File: config.mk
export PLATFORM = sky130hd
export DESIGN_NAME = sad_row_accumulator
export DESIGN_NICKNAME = d
export VERILOG_FILES = /design/src/rtl/sad_pkg.sv /design/src/rtl/sad_min_tracker.sv /design/src/rtl/sad_row_accumulator.sv
export SDC_FILE = /design/constraint.sdc
export NUM_CORES = 1
export LEC_CHECK = 0
export ABC_CLOCK_PERIOD_IN_PS = 2300
export BUFFER_PORTS_ARGS = -buffer_cell sky130_fd_sc_hd__buf_4
export CAP_MARGIN = 20
export CORE_ASPECT_RATIO = 0.75
export CORE_UTILIZATION = 49
export DETAILED_ROUTE_END_ITERATION = 8
export HOLD_SLACK_MARGIN = 0.15
export PLACE_DENSITY = 0.75
export SYNTH_ARGS = -nofsm -noshare
export SYNTH_HDL_FRONTEND = slang
export SYNTH_HIERARCHICAL = 1
export SYNTH_SLANG_ARGS = --single-unit
File: constraint.sdc
create_clock -name i_clk -period 2.3 [get_ports i_clk]
set_clock_uncertainty 0.15 [all_clocks]
set_input_delay 0.115 -clock i_clk [delete_from_list [all_inputs] [get_ports i_clk]]
set_output_delay 0.115 -clock i_clk [all_outputs]
set_load 0.01 [all_outputs]
File: src/rtl/sad_pkg.sv
// Shared constants, SAD width helper and FSM state encoding for the SAD row accumulator.
package sad_pkg;

    localparam int ROWS_DEF  = 8;
    localparam int SUM_W_DEF = 11;

    // Width needed to sum ROWS values of SUM_W bits without overflow.
    function automatic int sad_width(input int sum_w, input int rows);
        return sum_w + $clog2(rows);
    endfunction

    typedef enum logic {
        ST_ACCUM = 1'b0,
        ST_HOLD  = 1'b1
    } sad_state_e;

endpackage

File: src/rtl/sad_min_tracker.sv
// Tracks the minimum block SAD and its block index; reset/clear restart the search.
// Latency: one cycle after block completion. No backpressure of its own.
module sad_min_tracker
    import sad_pkg::*;
#(
    parameter int SAD_W = sad_width(SUM_W_DEF, ROWS_DEF)
) (
    input  logic             i_clk,
    input  logic             i_rst,
    input  logic             i_clear,
    input  logic             i_done,
    input  logic [SAD_W-1:0] i_sad,
    output logic [SAD_W-1:0] o_min_sad,
    output logic [7:0]       o_min_idx,
    output logic [7:0]       o_blk_idx
);

    logic [SAD_W-1:0] min_sad_q, min_sad_d;
    logic [7:0]       min_idx_q, min_idx_d;
    logic [7:0]       blk_idx_q, blk_idx_d;

    // Strict compare keeps the earliest block on ties.
    always_comb begin
        min_sad_d = min_sad_q;
        min_idx_d = min_idx_q;
        blk_idx_d = blk_idx_q;
        if (i_done) begin
            blk_idx_d = blk_idx_q + 8'd1;
            if (i_sad < min_sad_q) begin
                min_sad_d = i_sad;
                min_idx_d = blk_idx_q;
            end
        end
    end

    always_ff @(posedge i_clk) begin
        if (i_rst || i_clear) begin
            min_sad_q <= '1;
            min_idx_q <= '0;
            blk_idx_q <= '0;
        end else begin
            min_sad_q <= min_sad_d;
            min_idx_q <= min_idx_d;
            blk_idx_q <= blk_idx_d;
        end
    end

    assign o_min_sad = min_sad_q;
    assign o_min_idx = min_idx_q;
    assign o_blk_idx = blk_idx_q;

endmodule

File: src/rtl/sad_row_accumulator.sv
// Sums ROWS row sums per block into a SAD; optional min tracking under SAD_MIN_TRACK_EN.
// Latency: result valid one cycle after the last row. Stalls rows only while a result is held unconsumed.
module sad_row_accumulator
    import sad_pkg::*;
#(
    parameter  int ROWS  = ROWS_DEF,
    parameter  int SUM_W = SUM_W_DEF,
    localparam int CNT_W = $clog2(ROWS),
    localparam int SAD_W = sad_width(SUM_W, ROWS)
) (
    input  logic             i_clk,
    input  logic             i_rst,
    input  logic             i_clear,
    input  logic             i_row_valid,
    input  logic [SUM_W-1:0] i_row_sum,
    output logic             o_row_ready,
    output logic [SAD_W-1:0] o_sad,
    output logic             o_sad_valid,
    input  logic             i_sad_ready,
`ifdef SAD_MIN_TRACK_EN
    output logic [SAD_W-1:0] o_min_sad,
    output logic [7:0]       o_min_idx,
    output logic [7:0]       o_blk_idx,
`endif
    output logic [CNT_W-1:0] o_row_cnt
);

    sad_state_e       state_q, state_d;
    logic [SAD_W-1:0] acc_q, acc_d;
    logic [SAD_W-1:0] sad_q, sad_d;
    logic             sad_vld_q, sad_vld_d;
    logic [CNT_W-1:0] cnt_q, cnt_d;

    logic             row_rdy;
    logic             row_acc;
    logic             last_row;
    logic             handoff;
    logic [SAD_W-1:0] acc_sum;

    // In HOLD a row may only enter when the held result leaves on the same edge.
    assign row_rdy  = (state_q == ST_ACCUM) || i_sad_ready;
    assign row_acc  = i_row_valid && row_rdy;
    assign last_row = row_acc && (cnt_q == CNT_W'(ROWS - 1));
    assign handoff  = sad_vld_q && i_sad_ready;
    assign acc_sum  = acc_q + {{CNT_W{1'b0}}, i_row_sum};

    always_comb begin
        state_d   = state_q;
        acc_d     = acc_q;
        sad_d     = sad_q;
        sad_vld_d = sad_vld_q;
        cnt_d     = cnt_q;
        if (handoff) begin
            sad_vld_d = 1'b0;
            state_d   = ST_ACCUM;
        end
        if (row_acc) begin
            if (last_row) begin
                sad_d     = acc_sum;
                sad_vld_d = 1'b1;
                acc_d     = '0;
                cnt_d     = '0;
                state_d   = ST_HOLD;
            end else begin
                acc_d = acc_sum;
                cnt_d = cnt_q + CNT_W'(1);
            end
        end
    end

    always_ff @(posedge i_clk) begin
        if (i_rst || i_clear) begin
            state_q   <= ST_ACCUM;
            acc_q     <= '0;
            sad_q     <= '0;
            sad_vld_q <= 1'b0;
            cnt_q     <= '0;
        end else begin
            state_q   <= state_d;
            acc_q     <= acc_d;
            sad_q     <= sad_d;
            sad_vld_q <= sad_vld_d;
            cnt_q     <= cnt_d;
        end
    end

    assign o_row_ready = row_rdy;
    assign o_sad       = sad_q;
    assign o_sad_valid = sad_vld_q;
    assign o_row_cnt   = cnt_q;

`ifdef SAD_MIN_TRACK_EN
    sad_min_tracker #(
        .SAD_W (SAD_W)
    ) u_min_tracker (
        .i_clk     (i_clk),
        .i_rst     (i_rst),
        .i_clear   (i_clear),
        .i_done    (last_row),
        .i_sad     (acc_sum),
        .o_min_sad (o_min_sad),
        .o_min_idx (o_min_idx),
        .o_blk_idx (o_blk_idx)
    );
`endif

endmodule

==> results of run 1 <==
[worst max-delay path: cells and delay by family, from the launching register on]
family	cells	cell delay (ns)
AO/OA/AOI/OAI	3	0.44
adder cells (fa/ha/maj)	2	0.48
buffers and inverters	1	0.03
AND/OR/NAND/NOR	3	0.75
flip-flops	1	0.36
[flip-flops by register name, indices dropped and copies added, names as in the netlist]
register     count
acc_q           14
o_sad           14
o_row_cnt        3
o_sad_valid      1
state_q          1
[report_power, final]
part / switching, mW / total [mW] / internal [mW]
Sequential: 0.00703 / 0.588 / 0.581
Clock: 0.213 / 0.483 / 0.270
Combinational: 0.109 / 0.204 / 0.0953
Total: 0.329 / 1.28 / 0.947
[Yosys cell counts (all sizes together)]
cell / n / share of area (%)
and3: 2 / 0.69
nor3: 5 / 1.4
a211o: 1 / 0.48
a21oi: 23 / 6.6
a41oi: 2 / 0.97
inv: 7 / 1.5
ha: 13 / 9.0
a21boi: 2 / 0.83
and2b: 1 / 0.41
o21bai: 1 / 0.41
a31oi: 3 / 1.4
fa: 1 / 1.1
and2: 1 / 0.35
o41ai: 1 / 0.90
mux2i: 1 / 0.55
o22ai: 1 / 0.35
a211oi: 4 / 1.7
nor2: 27 / 5.6
nand3: 13 / 3.6
dfxtp: 33 / 36
xnor2: 2 / 0.97
a22oi: 4 / 1.7
a32oi: 1 / 0.48
nand4: 4 / 1.4
or2: 2 / 0.69
o211ai: 1 / 0.69
o21a: 2 / 0.90
nand2: 31 / 6.4
a21o: 1 / 0.41
or4: 5 / 2.1
xor2: 6 / 2.9
buf: 3 / 0.83
o21ai: 13 / 3.6
nand2b: 2 / 0.69
clkbuf: 10 / 2.1
[placed cells by master, fill, tap and decap left out, drive strengths merged]
cell,netlist,layout
a211o,1,1
a211oi,4,4
a21boi,2,2
a21o,1,1
a21oi,23,23
a22oi,4,4
a31oi,3,3
a32oi,1,1
a41oi,2,2
and2,1,1
and2b,1,1
and3,2,2
buf,3,51
clkbuf,10,7
clkinv,0,1
dfxtp,33,33
dlygate4sd3,0,4
fa,1,1
ha,13,13
inv,7,7
mux2i,1,1
nand2,31,31
nand2b,2,2
nand3,13,13
nand4,4,4
nor2,27,27
nor3,5,5
o211ai,1,1
o21a,2,2
o21ai,13,13
o21bai,1,1
o22ai,1,1
o41ai,1,1
or2,2,2
or4,5,5
xnor2,2,2
xor2,6,6
[how the worst max path moves through the flow]
| stage | start | end | cells past startpoint |
|---|---|---|---|
| finish | acc_q[0]$_SDFFE_PP0P_ | o_sad[10]$_SDFFE_PP0P_ | 9 |
| global route | acc_q[0]$_SDFFE_PP0P_ | o_sad[10]$_SDFFE_PP0P_ | 9 |
| CTS | acc_q[4]$_SDFFE_PP0P_ | acc_q[11]$_SDFFE_PP0P_ | 8 |
| detailed placement | acc_q[0]$_SDFFE_PP0P_ | acc_q[12]$_SDFFE_PP0P_ | 9 |
| global placement | acc_q[0]$_SDFFE_PP0P_ | o_sad[10]$_SDFFE_PP0P_ | 9 |
| floorplan | acc_q[0]$_SDFFE_PP0P_ | o_sad[10]$_SDFFE_PP0P_ | 9 |
[stage by stage]
stage | hold slack, ns | instance area (um^2) | util, %
floorplan | 0.147 | 1820 | -
global placement | 0.251 | 2200 | 64.6
detailed placement | 0.251 | 2200 | 64.6
CTS | 0.168 | 2370 | 69.8
global route | 0.204 | 2430 | 71.4
finish | 0.170 | 2430 | 71.4
[metal layers]
layer / GRT usage [%] / vias up / wire, um
met1: 34.2 / 828 / 2210
met3: 4.97 / 7 / 209
li1: - / 904 / -
met2: 38.3 / 53 / 1940
met5: 0 / - / 0
met4: 8.82 / 0 / 69
[cells by family (layout without fill, tap and decap cells)]
family | after synthesis | count (layout) | synth area share [%]
and+or+nand+nor | 93 | 93 | 23.3
AOI/OAI and AO/OA | 60 | 60 | 21.3
DFF | 33 | 33 | 36.5
buffers and inverters | 20 | 70 | 4.42
adders and majority gates | 14 | 14 | 10.1
xor gates and xnor gates | 8 | 8 | 3.87
muxes | 1 | 1 | 0.553
[final cells by class]
type / count / area [um^2] / area share [%]
clock inverter: 1 / 5.00 / 0.206
timing repair buffer: 55 / 423 / 17.4
inverter: 7 / 26.3 / 1.08
clock buffer: 7 / 96.3 / 3.96
sequential: 33 / 663 / 27.3
multi-input combinational: 176 / 1150 / 47.5
tap: 50 / 62.6 / 2.57
[repair_timing]
item / 4_1_cts / 5_1_grt
hold buffers: 4 / 0
hold endpoints to repair: 8 / 0
buffers inserted: 1 / 1
cloned: 0 / 0
pin swaps: 5 / 3
gates resized for setup: 6 / 13
setup endpoints to repair: 3 / 11
==> flow_summary.toml, run 1 <==
[sta]
setup-tns-final_ns = 0
rsz0062_at_grt = "true"
period_share_pct = 98.4
period_minus_slack_ns = 2.26
max_slew_margin_pct = 59.1
tightestPinTransition_ns = 0.611
maxSlewViolCount = 0
fmax_ghz = 0.442
final_hold_viol_count = 0
fin_ws_ns = 0.0375
setup_violations = 0

[final_layout]
layout.nets = 308
syn2layout_area_growth_pct = 34.1
drive_gt1_share_pct = 29.7
fin_cells = 329
diodes = 0
fill_cells = 272

[floorplan]
dieHeight_um = 54.7
die_area_mm2 = 0.00395
io_pins = 35
std_cell_rows = 18
initial_core_util_pct = 53.3
coreArea_mm2 = 0.00340
die_w_um = 72.2

[worst_setup_path]
cp-end-kind = "register"
slowest_stage = "or4_4"
r2r-start = "acc_q[0]$_SDFFE_PP0P_"
arrival_ns = 2.35
regToRegEndpoint = "o_sad[10]$_SDFFE_PP0P_"
critical_path.max_fanout = 3
reg2reg_depth = 9
worstSetupPathType = "register to register"
cp-start-kind = "register"
r2r_setup_slack_ns = 0.04
crit_path_cell_trace = "ha_4, inv_2, fa_2, and2b_1, o211ai_2, a31oi_4, a41oi_2, or4_4, nand3_2"
cpPeakStageDelay_ns = 0.44
required_ns = 2.39

[worst_hold_path]
hold_class = "input pin to register"
worstHoldStart = "i_row_valid"
whs_endpoint = "o_row_cnt[1]$_SDFFE_PP0P_"
min_path_cells = 4

[job]
drv_cap = 0

[place]
preCtsSetupSlack_ns = -0.0858
gp_congestion = 0.806
port_buffers = 34
dp_hpwl_um = 3050
placedCellCount = 315

[drt]
wl_per_cell_um = 13.5
antenna_left = 0
avgViaCountPerCell = 5.45
drc_errors = 0
wirelength_um = 4430
vias = 1792
drt_iter0_markers = 160
dr.pass1.iters = 4

[grt]
grt_max_degree = 26
grt_pass1_wl_um = 7250
grt_pass1_vias = 1539
antenna_found_initial = 0
grtUsageTotal_pct = 24.7
grt-ovfl-total = 0

[clock_network]
clockRootBuffer = "clkbuf_8"
ctsLongestPathBuffers = 2
cts_tree = "done"
cts_num_sinks = 33
htreeDepth = 2
cts_made_buffers = 5
insertion_delay_ns = 0.29
path_clk_slew_ns = 0.07

[logic_synthesis]
syn_area_mm2 = 0.00181
synth_cell_type_count = 41
netlist_instances = 229
synth_area_per_cell_um2 = 7.91
ys_ff_latch = 33
yosysSeqAreaShare_pct = 36.5
syn_nets = 259
yosysWarnings = 6

[power]
leakagePower_nw = 1.02
vdd_ir_drop_max_v = 0.000372
pwr_density_cell_mw_per_mm2 = 525
fin_total_pwr_mw = 1.28

[status]
status = "finished clean"
Power figures use the tool's default switching activity.
==> inputs of run 2 (changes only) <==
CORE_ASPECT_RATIO = 1.4   (was 0.75)
CORE_UTILIZATION = 30   (was 49)
PLACE_DENSITY = unset   (was 0.75)
==> run 2 against run 1 <==
Compared with the run above:
- the flow now finishes with violations (design-rule violations)
- core utilization is 29 points lower
- critical path depth stayed put
- setup slack worse by 0.027 ns
- routed wire length is 6.2% higher
- worst hold slack worse by 0.044 ns
- first-iteration DRC count is 41% lower
- power is 3.3% lower
- clock-buffer cell count is 1 higher
- critical endpoint is now acc_q[12]$_SDFFE_PP0P_
- largest cell class unchanged
- largest power group unchanged
- highest routed layer unchanged
==> flow_summary.toml, run 2 (synthesis results as in run 1) <==
[power]
pwr_density_cell_mw_per_mm2 = 503
leakagePower_nw = 1.02
vdd_ir_drop_max_v = 0.000261

[final_layout]
layout.nets = 313
final_cell_mix = "buf_4 (55), dfxtp_1 (32), nand2_1 (31)"
diodes = 0
fin_cells = 354
fin_util_pct = 42.2
syn2layout_area_growth_pct = 35.6
final_common_cell = "buf_4"
drive_gt1_share_pct = 28.2

[drt]
antenna_left = 0
avgViaCountPerCell = 4.99
drt_iter0_markers = 94
wirelength_um = 4710
drc_errors = 2
vias = 1768
dr.pass1.iters = 6
wl_per_cell_um = 13.3

[worst_setup_path]
critical_path.max_fanout = 3
slowest_stage = "or4_1"
cp-end-kind = "register"
crit_path_cell_trace = "ha_4, inv_2, fa_2, and2b_1, o211ai_2, a31oi_4, a22oi_2, or4_1, a31oi_1"
required_ns = 2.38
cp-start-kind = "register"
cpPeakStageDelay_ns = 0.42
worstSetupPathType = "register to register"
arrival_ns = 2.37

[floorplan]
die_area_mm2 = 0.00636
die_w_um = 67.7
dieHeight_um = 94.0
io_pins = 35
std_cell_rows = 33
coreArea_mm2 = 0.00582
initial_core_util_pct = 31.1

[sta]
maxSlewViolCount = 0
tightestPinTransition_ns = 0.424
rsz0062_at_grt = "true"
fmax_ghz = 0.437
period_share_pct = 99.6
holdWs_ns = 0.126
period_minus_slack_ns = 2.29
setup_violations = 0
final_hold_viol_count = 0
max_slew_margin_pct = 71.7

[worst_hold_path]
hold_class = "input pin to register"

[clock_network]
path_clk_slew_ns = 0.08
cts_made_buffers = 5
cts_num_sinks = 33
insertion_delay_ns = 0.29
cts_tree = "done"
clockRootBuffer = "clkbuf_8"
ctsLongestPathBuffers = 2
htreeDepth = 2

[grt]
grt_pass1_wl_um = 7820
antenna_found_initial = 0
grtUsageTotal_pct = 16.5
grt_max_degree = 20
grt-ovfl-total = 0
grt_pass1_vias = 1708

[place]
dp_hpwl_um = 3480
port_buffers = 34
gp_congestion = 0.818
placedCellCount = 338

[status]
violations = "design-rule violations"
status = "finished, violations left"

[job]
drv_cap = 0
## run 2: cell types whose count changed in the layout (fill, tap and decap cells not counted), moves of 2 or more
| cell | change |
|---|---|
| clkbuf_8 | -2 |
| clkbuf_1 | +3 |
| o21ai_0 | -2 |
| o21ai_1 | +2 |
| buf_4 | +4 |
## run 2: stage by stage
step	total power [mW]	setup slack, ns	setup TNS (ns)	area, um^2
after global routing	1.29	-0.0992	-0.230	2460
after floorplan	0.717	0.000786	0	1820
after CTS	1.23	-0.0284	-0.0284	2430
after global placement	0.785	-0.0609	-0.0942	2240
final	1.23	0.0100	0	2460
after detailed placement	0.787	-0.0985	-0.176	2240
## run 2: path summary, 6_finish.rpt
kind / startpoint / end / slack, ns / depth (start not counted)
min: i_row_sum[9] / o_sad[9]$_SDFFE_PP0P_ / 0.13 / 4
max: acc_q[0]$_SDFFE_PP0P_ / acc_q[12]$_SDFFE_PP0P_ / 0.01 / 9
max reg2reg: acc_q[0]$_SDFFE_PP0P_ / acc_q[12]$_SDFFE_PP0P_ / 0.01 / 9
min reg2reg: acc_q[10]$_SDFFE_PP0P_ / acc_q[10]$_SDFFE_PP0P_ / 0.31 / 2
## run 2: final cells by class
cell class / instances / area, um^2
timing repair buffer: 60 / 463
tap: 70 / 87.6
inverter: 7 / 26.3
multi-input combinational: 176 / 1140
sequential: 33 / 662
fill: 594 / 3370
clock buffer: 8 / 80.1
## run 2: what timing repair did
item | 4_1_cts | 5_1_grt
endpoints found under the hold margin | 12 | 0
buffers inserted | 3 | 0
hold buffers | 5 | 0
setup endpoints to repair | 2 | 8
pin swaps | 4 | 2
gates resized for setup | 7 | 9
## run 2: metal layers
layer	share of wire, %	track usage, %
met4	1.6	6.38
met2	53	29.0
met1	42	18.5
met3	3.3	3.64
met5	0	0
## run 2: power breakdown
part | internal (mW) | switching (mW) | total [mW]
registers | 0.581 | 0.00648 | 0.587
logic | 0.0967 | 0.109 | 0.205
clock network | 0.215 | 0.226 | 0.441
total | 0.893 | 0.341 | 1.23
## run 2: critical path, delay by kind of cell (launching register included)
family	cells	cell delay, ns
fa+ha+maj	2	0.45
buf+inv	1	0.03
simple gates	2	0.65
flops	1	0.35
compound gates	4	0.58
==> inputs of run 3 (changes only) <==
ABC_CLOCK_PERIOD_IN_PS = 2700   (was 2300)
clock period = 2.7 ns   (was 2.3 ns; I/O delays follow)
==> run 3 against run 2 <==
Compared with the run above:
- the flow still finishes with violations (design-rule violations)
- clock power down 17%
- design area down 6.9%
- combinational power is 25% lower
- sequential power is 15% lower
- die area did not move
- via count decreased by 2.3%
- critical path depth increased by 2
- power shrank 17%
- flip-flop and latch count is the same
- first-iteration DRC count is 1.1% lower
==> flow_summary.toml, run 3 (synthesis results as in run 1) <==
[status]
status = "finished, violations left"
violations = "design-rule violations"

[sta]
period_minus_slack_ns = 2.60
rsz0062_at_grt = "false"
setup_violations = 0
fin_ws_ns = 0.103
setup-tns-final_ns = 0
maxSlewViolCount = 0
final_hold_viol_count = 0
period_share_pct = 96.2
fmax_ghz = 0.385
tightestPinTransition_ns = 0.485
max_slew_margin_pct = 67.7

[grt]
grt_pass1_vias = 1570
grt-ovfl-total = 0
grt_pass1_wl_um = 7290
antenna_found_initial = 0
grtUsageTotal_pct = 15.3
grt_max_degree = 26

[drt]
wl_met2_um = 2270
vias = 1728
avgViaCountPerCell = 5.11
routed.top_layer = "met4"
m1WireLength_um = 1970
antenna_left = 0
wl_per_cell_um = 13.3
drt_iter0_markers = 93
drc_errors = 2
dr.pass1.iters = 6
wl_met3_um = 149
wirelength_um = 4480

[floorplan]
std_cell_rows = 33
dieHeight_um = 94.0
initial_core_util_pct = 31.1
die_area_mm2 = 0.00636
die_w_um = 67.7
io_pins = 35
coreArea_mm2 = 0.00582

[final_layout]
final_cell_mix = "buf_4 (39), dfxtp_1 (33), nand2_1 (31)"
layout.nets = 297
regArea_um2 = 661
fin_cells = 338
syn2layout_area_growth_pct = 26.2
multi_input_comb_area_mm2 = 0.00109
diodes = 0
drive_gt1_share_pct = 20.5
final_common_cell = "buf_4"
fill_cells = 617

[worst_setup_path]
crit_family = "buffers and inverters"
critical_path.max_fanout = 4
crit_path_cell_trace = "dlygate4sd3_1, buf_4, ha_1, inv_1, fa_1, and2b_1, o211ai_2, a31oi_4, a22oi_1, or4_1, a31oi_1"
arrival_ns = 2.66
slowest_stage = "dlygate4sd3_1"
cp-start-kind = "input pin"
required_ns = 2.76
worstSetupPathType = "input pin to register"
cpPeakStageDelay_ns = 0.53
crit_buf_inv = 3
cp-end-kind = "register"

[clock_network]
htreeDepth = 2
cts_setup_buffers = 0
clockRootBuffer = "clkbuf_8"
path_clk_slew_ns = 0.07
insertion_delay_ns = 0.29
cts_tree = "done"
cts_made_buffers = 5
cts_num_sinks = 33
ctsLongestPathBuffers = 2

[power]
vdd_ir_drop_max_v = 0.000228
power_frac_seq_pct = 48.9
pwr-share-comb_pct = 15.0
leakagePower_nw = 0.952
clockPowerShare_pct = 36.1
p_switching_mw = 0.282
switching_share_pct = 27.6
intPower_mw = 0.739
fin_total_pwr_mw = 1.02
pwr_density_cell_mw_per_mm2 = 446

[place]
gp_congestion = 0.808
dp_hpwl_um = 3310
placedCellCount = 325
preCtsSetupSlack_ns = 0.199
port_buffers = 34

[job]
drv_cap = 0

[worst_hold_path]
hold_class = "input pin to register"
-- run 3: changes by cell type in the layout (fill, tap and decap cells not counted), sizes merged --
cell	previous run	this run
clkinv	0	2
clkbuf	8	6
buf	55	39
-- run 3: power by group through the flow --
stage,logic (mW),clock network (mW),registers (mW)
after floorplan,0.0997,0,0.510
after global placement,0.144,0,0.510
after detailed placement,0.146,0,0.511
after CTS,0.152,0.380,0.499
after global routing,0.170,0.399,0.501
final,0.153,0.368,0.500
-- run 3: cell type report --
cell class / instances / area share (%)
clock buffer: 6 / 3.17
multi-input combinational: 176 / 47.5
inverter: 7 / 1.15
timing repair buffer: 44 / 15.0
tap: 70 / 3.83
clock inverter: 2 / 0.438
sequential: 33 / 28.9
-- run 3: tightest hold or removal path, delay by kind of cell --
kind	cells	cell delay (ns)
adders and majority gates	1	0.19
buffers and inverters	2	0.19
AOI/OAI and AO/OA	1	0.07
-- run 3: per-stage QoR --
stage | hold slack, ns | area (um^2) | util [%]
5_1_grt | 0.217 | 2290 | 39.3
3_3_place_gp | 0.274 | 2140 | 36.7
3_5_place_dp | 0.273 | 2140 | 36.7
2_1_floorplan | 0.167 | 1810 | -
6_report | 0.187 | 2290 | 39.3
4_1_cts | 0.188 | 2270 | 39.0
-- run 3: timing repair --
item | in CTS | in global routing
endpoints found under the setup margin | 0 | 2
hold buffers | 5 | 0
endpoints found under the hold margin | 6 | 0
resized for setup | 0 | 2
-- run 3: layer usage --
layer  vias up  track usage, %
met5         -               0
met4         0            6.56
met3         9            3.40
met2        36            27.0
met1       795            17.0
li1        888               -
-- run 3: final timing paths --
kind | from | end | slack (ns) | cells past startpoint
worst min register to register | acc_q[7]$_SDFFE_PP0P_ | acc_q[7]$_SDFFE_PP0P_ | 0.31 | 2
worst max register to register | acc_q[0]$_SDFFE_PP0P_ | acc_q[12]$_SDFFE_PP0P_ | 0.23 | 9
worst max-delay path | i_row_sum[0] | acc_q[12]$_SDFFE_PP0P_ | 0.10 | 11
worst min-delay path | i_row_sum[1] | o_sad[1]$_SDFFE_PP0P_ | 0.19 | 4
